<file path="config.mk">
export PLATFORM = sky130hd
export DESIGN_NAME = priority_encoder_rr
export DESIGN_NICKNAME = d
export VERILOG_FILES = /design/src/rtl/prio_pkg.sv /design/src/rtl/lsb_find.sv /design/src/rtl/priority_encoder_rr.sv
export SDC_FILE = /design/constraint.sdc
export NUM_CORES = 1
export LEC_CHECK = 0
export ABC_AREA = 1
export CORE_UTILIZATION = 36
export CTS_CLUSTER_SIZE = 8
export DETAILED_ROUTE_END_ITERATION = 10
export PLACE_DENSITY = 0.86
export SLEW_MARGIN = 0
export SYNTH_ARGS = -nofsm -noshare
export SYNTH_HDL_FRONTEND = slang
export SYNTH_SLANG_ARGS = --single-unit
</file>
<file path="constraint.sdc">
create_clock -name clk -period 1.3 [get_ports clk]
set_clock_uncertainty 0.2 [all_clocks]
set_input_delay 0.195 -clock clk [delete_from_list [all_inputs] [get_ports clk]]
set_output_delay 0.195 -clock clk [all_outputs]
set_load 0.02 [all_outputs]
</file>
<file path="src/rtl/prio_pkg.sv">
// prio_pkg: shared constants and index-width helper for the priority encoder family
package prio_pkg;
  localparam int RR_MODE_FIXED = 0;
  localparam int RR_MODE_RR    = 1;
  // Smallest r with 2**r >= v; at least 1 so a 2-bit vector still gets a 1-bit index
  function automatic int clog2(input int v);
    int r;
    r = 1;
    for (int i = 1; i < 32; i++) if ((1 << i) < v) r = i + 1;
    return r;
  endfunction
endpackage

</file>
<file path="src/rtl/lsb_find.sv">
// lsb_find: combinational lowest-set-bit finder returning index, one-hot and any-set
module lsb_find
  import prio_pkg::*;
#(
  parameter int WIDTH = 8
) (
  input  logic [WIDTH-1:0]        vec,
  output logic [clog2(WIDTH)-1:0] idx,
  output logic [WIDTH-1:0]        onehot,
  output logic                    any
);
  localparam int POS_W = clog2(WIDTH);
  // Scan from the top so the lowest set bit is the last one written
  always_comb begin
    idx = '0;
    for (int i = WIDTH - 1; i >= 0; i--) if (vec[i]) idx = POS_W'(i);
    any = |vec;
    onehot = vec & (~vec + WIDTH'(1));
  end
endmodule

</file>
<file path="src/rtl/priority_encoder_rr.sv">
// priority_encoder_rr: registered fixed/round-robin priority encoder with valid/ready handshake
module priority_encoder_rr
  import prio_pkg::*;
#(
  parameter int WIDTH   = 8,
  parameter int RR_MODE = RR_MODE_FIXED
) (
  input  logic                    clk,
  input  logic                    resetn,
  input  logic [WIDTH-1:0]        req,
  input  logic                    in_valid,
  output logic                    in_ready,
  output logic [clog2(WIDTH)-1:0] pos,
  output logic [WIDTH-1:0]        grant,
  output logic                    none,
  output logic                    out_valid,
  input  logic                    out_ready
);
  localparam int POS_W = clog2(WIDTH);
  logic             accept;
  logic [POS_W-1:0] win_idx;
  logic [WIDTH-1:0] win_oh;
  logic             win_any;
  logic             out_valid_q, out_valid_d, none_q, none_d;
  logic [POS_W-1:0] pos_q, pos_d;
  logic [WIDTH-1:0] grant_q, grant_d;
  assign in_ready  = !out_valid_q || out_ready;
  assign accept    = in_valid && in_ready;
  assign out_valid = out_valid_q;
  assign pos       = pos_q;
  assign grant     = grant_q;
  assign none      = none_q;
  if (RR_MODE == RR_MODE_RR) begin : g_rr
    logic [POS_W-1:0] ptr_q, ptr_d;
    logic [WIDTH-1:0] masked;
    logic [POS_W-1:0] m_idx, r_idx;
    logic [WIDTH-1:0] m_oh, r_oh;
    logic             m_any, r_any;
    assign masked = req & ~((WIDTH'(1) << ptr_q) - WIDTH'(1));
    lsb_find #(.WIDTH(WIDTH)) u_masked (.vec(masked), .idx(m_idx), .onehot(m_oh), .any(m_any));
    lsb_find #(.WIDTH(WIDTH)) u_raw    (.vec(req),    .idx(r_idx), .onehot(r_oh), .any(r_any));
    assign win_idx = m_any ? m_idx : r_idx;
    assign win_oh  = m_any ? m_oh : r_oh;
    assign win_any = r_any;
    // Advance past the winner on every non-empty accept, wrapping at WIDTH-1 for any WIDTH
    always_comb begin
      ptr_d = (accept && win_any) ? ((win_idx == POS_W'(WIDTH - 1)) ? '0 : win_idx + POS_W'(1)) : ptr_q;
    end
    // Round-robin pointer register
    always_ff @(posedge clk or negedge resetn) begin
      if (!resetn) ptr_q <= '0;
      else         ptr_q <= ptr_d;
    end
  end else begin : g_fixed
    lsb_find #(.WIDTH(WIDTH)) u_raw (.vec(req), .idx(win_idx), .onehot(win_oh), .any(win_any));
  end
  // Single-entry pipeline stage: load on accept, otherwise hold until drained
  always_comb begin
    out_valid_d = accept ? 1'b1 : (out_ready ? 1'b0 : out_valid_q);
    pos_d       = accept ? win_idx : pos_q;
    grant_d     = accept ? win_oh : grant_q;
    none_d      = accept ? !win_any : none_q;
  end
  // Result and valid registers
  always_ff @(posedge clk or negedge resetn) begin
    if (!resetn) begin
      out_valid_q <= 1'b0;
      pos_q       <= '0;
      grant_q     <= '0;
      none_q      <= 1'b0;
    end else begin
      out_valid_q <= out_valid_d;
      pos_q       <= pos_d;
      grant_q     <= grant_d;
      none_q      <= none_d;
    end
  end
endmodule

</file>
After elaboration in Yosys (flattened, before gate mapping) --
Index checks and enable logic that the tools add are counted.
Operators by class: reductions and logical operators 6, mux-type cells 10, $mul 0, bitwise logic cells 2, $add $sub $neg 1, $lt $le $gt $ge 0, eq/ne operators 0, divide/modulo/power cells 0, shifts and indexed selects 0
Operators with widths (number):
- 2-to-1 mux 3 bit | 8
- adder 8 x 1 -> 8 bit (second input constant) | 1
- AND 8 bit | 1
- inverter 8 bit | 1
- OR reduction 8 bit | 1
- zero test 1 bit | 2
- 2-to-1 mux 1 bit | 2
- nonzero test 2 bit | 1
- logical AND 1 bit | 1
- logical OR 1 bit | 1
Word-level totals: memories kept 0, bits in registers 42, bits of input ports 12, bits in read-only memories 0, bits in latches 0, output and inout bits 43, RAM bits 0

Longest topological paths before layout --
word-level depth 8, depth in mapped cells 7, gate-level depth less buffers 7

By module --
A second synthesis with hierarchy kept.
Second synthesis, totals: cell total of the unflattened synthesis 249, area, all modules 2075.7 um2
By module, submodules not included:
- priority_encoder_rr | cells each 183, area each 1695.4 um2, instances 1
- lsb_find | cells each 66, area each 380.4 um2, instances 1

Least setup slack after synthesis --
Ideal clock, no wire load.
path kind reg2reg, start reg out_valid_q, in the netlist out_valid, end reg grant_q[3], in the netlist grant[3], required time 0.973 ns, library setup time 0.127 ns, arrival 0.999 ns, setup slack -0.026 ns, cell stages (with the launch flop) 6, path through dfrtp_1 > nand2_2 > nand2_2 > buf_6 > nand2_1 > o21ai_0
On the way: longest elaborated chain between the ends 3
RTL lines:
- start, declared | line priority_encoder_rr.sv:24 | logic out_valid_q, out_valid_d, none_q, none_d;
- start signal, assigned | line priority_encoder_rr.sv:72 | out_valid_q <= out_valid_d;
- zero test 1 bit | line priority_encoder_rr.sv:27 | assign in_ready = !out_valid_q || out_ready;
- logical OR 1 bit | line priority_encoder_rr.sv:27
- via in_ready | line priority_encoder_rr.sv:12 | output logic in_ready,
- logical AND 1 bit | line priority_encoder_rr.sv:28 | assign accept = in_valid && in_ready;
- end signal, assigned | line priority_encoder_rr.sv:74 | grant_q <= grant_d;
- end, declared | line priority_encoder_rr.sv:26 | logic [WIDTH-1:0] grant_q, grant_d;
The timed path passes the listed nets, and every way through them passes these cells. A chain may end at the register's enable or synchronous reset.

Worst setup path after layout --
start in out_ready, end out in_ready
On the way: longest elaborated chain between the ends 1
RTL lines:
- start, declared | line priority_encoder_rr.sv:17 | input logic out_ready
- logical OR 1 bit | line priority_encoder_rr.sv:27
- end, declared | line priority_encoder_rr.sv:12
No other way between the ends.

==> impl_metrics.json <==
{
  "htree_levels": 1,
  "drt_iter0_markers": 26,
  "max_freq_mhz": 767.4,
  "cp_max_fo": 2,
  "cp.arrival_ns": 0.91,
  "row_count": 17,
  "worstSetupPathType": "input pin to output port",
  "hold_violations": 0,
  "post-place-ws_ns": -0.4777,
  "crit_buf_inv": 3,
  "max_stage_delay_ns": 0.48,
  "start_util": 0.3877,
  "critPathSlowestCell": "clkdlybuf4s50_1",
  "syn_avg_cell_area_um2": 7.338,
  "fin_crit_sh": 1.002,
  "hp-class": "input pin to asynchronous set/reset pin",
  "drtAntennaViolNets": 0,
  "io_pins": 55,
  "synth_cell_types": 15,
  "gp_congestion": 0.8136,
  "die_area_um2": 2605,
  "holdWs_ns": 0.01115,
  "area_growth_pct": 30.35,
  "maxCapViolations": 0,
  "dpl.hpwl_mm": 1.388,
  "fin_crit_ns": 1.303,
  "power_leakage_nw": 0.6862,
  "synth_seq_cells": 13,
  "nets": 172,
  "ir_drop_mv": 0.4571,
  "die_width_um": 51.04,
  "setup_viol": 1,
  "wirelength_mm": 1.790,
  "grt_usage": 0.1496,
  "power_density_nw_per_um2": 896.2,
  "grt_pass1_vias": 723,
  "ys.flop_type": "dfrtp_1",
  "numCtsBuffers": 3,
  "outcome": "complete, but fails checks",
  "clock_sinks": 13,
  "overflow": 0,
  "layout.cells.non_filler": 187,
  "syn_inst": 118,
  "violations": "negative setup slack",
  "start_kind": "input pin",
  "yosysSeqAreaShare": 0.3757,
  "yosys_warnings": 0,
  "rsz0062_at_grt": "yes",
  "grt_pass1_wl_mm": 2.870,
  "synth.most_common_cell": "nand2_1",
  "worstPathRequired_ns": 0.90,
  "nFillCells": 226,
  "cp-end-kind": "output port",
  "synth.area.top_cells": "dfrtp_1 38%, buf_4 25%, nand2_1 14%",
  "placed_cells": 182,
  "maxSlewViolCount": 0,
  "synthArstFlopShare": 1.000,
  "synth_common_cells": "33 x nand2_1, 29 x buf_4, 15 x nor2_1",
  "io_buffers": 25,
  "core_area_um2": 2233,
  "drc_errors": 0,
  "diodes": 0,
  "dr.pass1.iters": 4,
  "grt_max_degree": 15,
  "yosysTopAreaCell": "dfrtp_1",
  "cts_tree": "done",
  "viasPerCell": 4.214,
  "synth_edf_count": 0,
  "syn_area_um2": 865.8,
  "clk_latency_ns": 0.28,
  "synth_top_area_share": 0.3757,
  "setup_ws_ns": -0.003079,
  "grt_antenna_before_repair": 0,
  "drive_gt1_frac": 0.2453,
  "vias": 788,
  "path_clk_slew_ns": 0.08,
  "path_cells": "clkdlybuf4s50_1 > inv_2 > nand2_4 > buf_6",
  "routedWlPerCell_um": 9.572,
  "die_h_um": 51.04,
  "cts_root_buf": "clkbuf_4",
  "path_delay_family": "buffers and inverters",
  "cts_buffer_depth": 2
}
per-layer routing:
layer | part of all wire | wire length, um | vias up | global-route usage
li1 | - | - | 381 | -
met1 | 0.38 | 674 | 356 | 0.1645
met2 | 0.52 | 929 | 46 | 0.2522
met3 | 0.081 | 145 | 5 | 0.02976
met4 | 0.022 | 40 | 0 | 0.1111
met5 | 0 | 0 | - | 0
stage by stage:
stage / utilization / area (um2) / power [W] / setup TNS [ns]
after global routing: 0.5053 / 1129 / 0.001062 / -0.05338
final: 0.5053 / 1129 / 0.001011 / -0.003079
after detailed placement: 0.5059 / 1130 / 0.0007674 / -4.163
after global placement: 0.5059 / 1130 / 0.0007588 / -3.562
after CTS: 0.4958 / 1107 / 0.001003 / -0.01013
after floorplan: - / 975.9 / 0.0006922 / 0
flip-flops by register name (all words and copies together) (netlist names):
signal and count:
grant 8, pos 3, out_valid 1, none 1
worst register-to-register path, stage by stage (launching register included):
cell,delay (ns)
dfrtp_1,0.43
buf_4,0.15
a21oi_2,0.12
buf_6,0.14
nand3_1,0.08
nand2_1,0.07
worst paths after layout:
kind | from | cells past startpoint | endpoint | slack [ns]
worst max-delay path | out_ready | 4 | in_ready | -0.003
worst min-delay path | resetn | 2 | none$_DFFE_PN0P_ | 0.01
worst max register to register | out_valid$_DFFE_PN0P_ | 5 | grant[6]$_DFFE_PN0P_ | 0.06
worst min register to register | grant[7]$_DFFE_PN0P_ | 2 | grant[7]$_DFFE_PN0P_ | 0.29
max in group asynchronous | resetn | 2 | grant[2]$_DFFE_PN0P_ | 0.73
min in group clk | in_valid | 3 | grant[1]$_DFFE_PN0P_ | 0.15
report_power, final:
group	switching (W)	internal, W
clock	0.000139	0.000119
combinational	0.000204	0.000107
sequential	0.0000141	0.000428
total	0.000357	0.000654
repair_timing:
| action | CTS | global route |
|---|---|---|
| endpoints found under the setup margin | 18 | 11 |
| setup buffers | 1 | 0 |
| pin swaps | 0 | 3 |
| hold buffers | 0 | 0 |
| gates resized for setup | 60 | 6 |
cell type report:
type / instances / area [um2] / share of cell area
Clock buffer: 4 / 26.28 / 0.02328
Sequential cell: 13 / 325.3 / 0.2882
Multi-Input combinational cell: 91 / 395.4 / 0.3503
Inverter: 12 / 45.04 / 0.03991
Tap cell: 28 / 35.03 / 0.03104
Timing Repair Buffer: 39 / 301.5 / 0.2672
cells by family after synthesis:
kind of cell	Yosys count	synth area share
other cells	1	0.004331
flops	13	0.3757
compound gates	3	0.02168
simple gates	59	0.2818
buf+inv	42	0.3165
placed cells by master, fill, tap and decap left out:
| cell | Yosys | final |
|---|---|---|
| nand2_8 | 0 | 1 |
| nand4_1 | 2 | 2 |
| nand3b_1 | 1 | 1 |
| nand2_1 | 33 | 32 |
| nand2_4 | 0 | 1 |
| clkbuf_1 | 0 | 1 |
| buf_2 | 0 | 13 |
| nor2_1 | 15 | 14 |
| a21oi_2 | 1 | 1 |
| buf_4 | 29 | 12 |
| o21ai_0 | 2 | 2 |
| nand2_2 | 2 | 1 |
| conb_1 | 1 | 29 |
| clkdlybuf4s50_1 | 0 | 10 |
| buf_6 | 1 | 3 |
| nor2_2 | 1 | 2 |
| inv_2 | 1 | 2 |
| dlymetal6s2s_1 | 0 | 1 |
| nand3_1 | 5 | 5 |
| clkbuf_4 | 0 | 3 |
| inv_1 | 11 | 10 |
| dfrtp_1 | 13 | 13 |
Note: power is estimated with default switching activity, not from simulation.
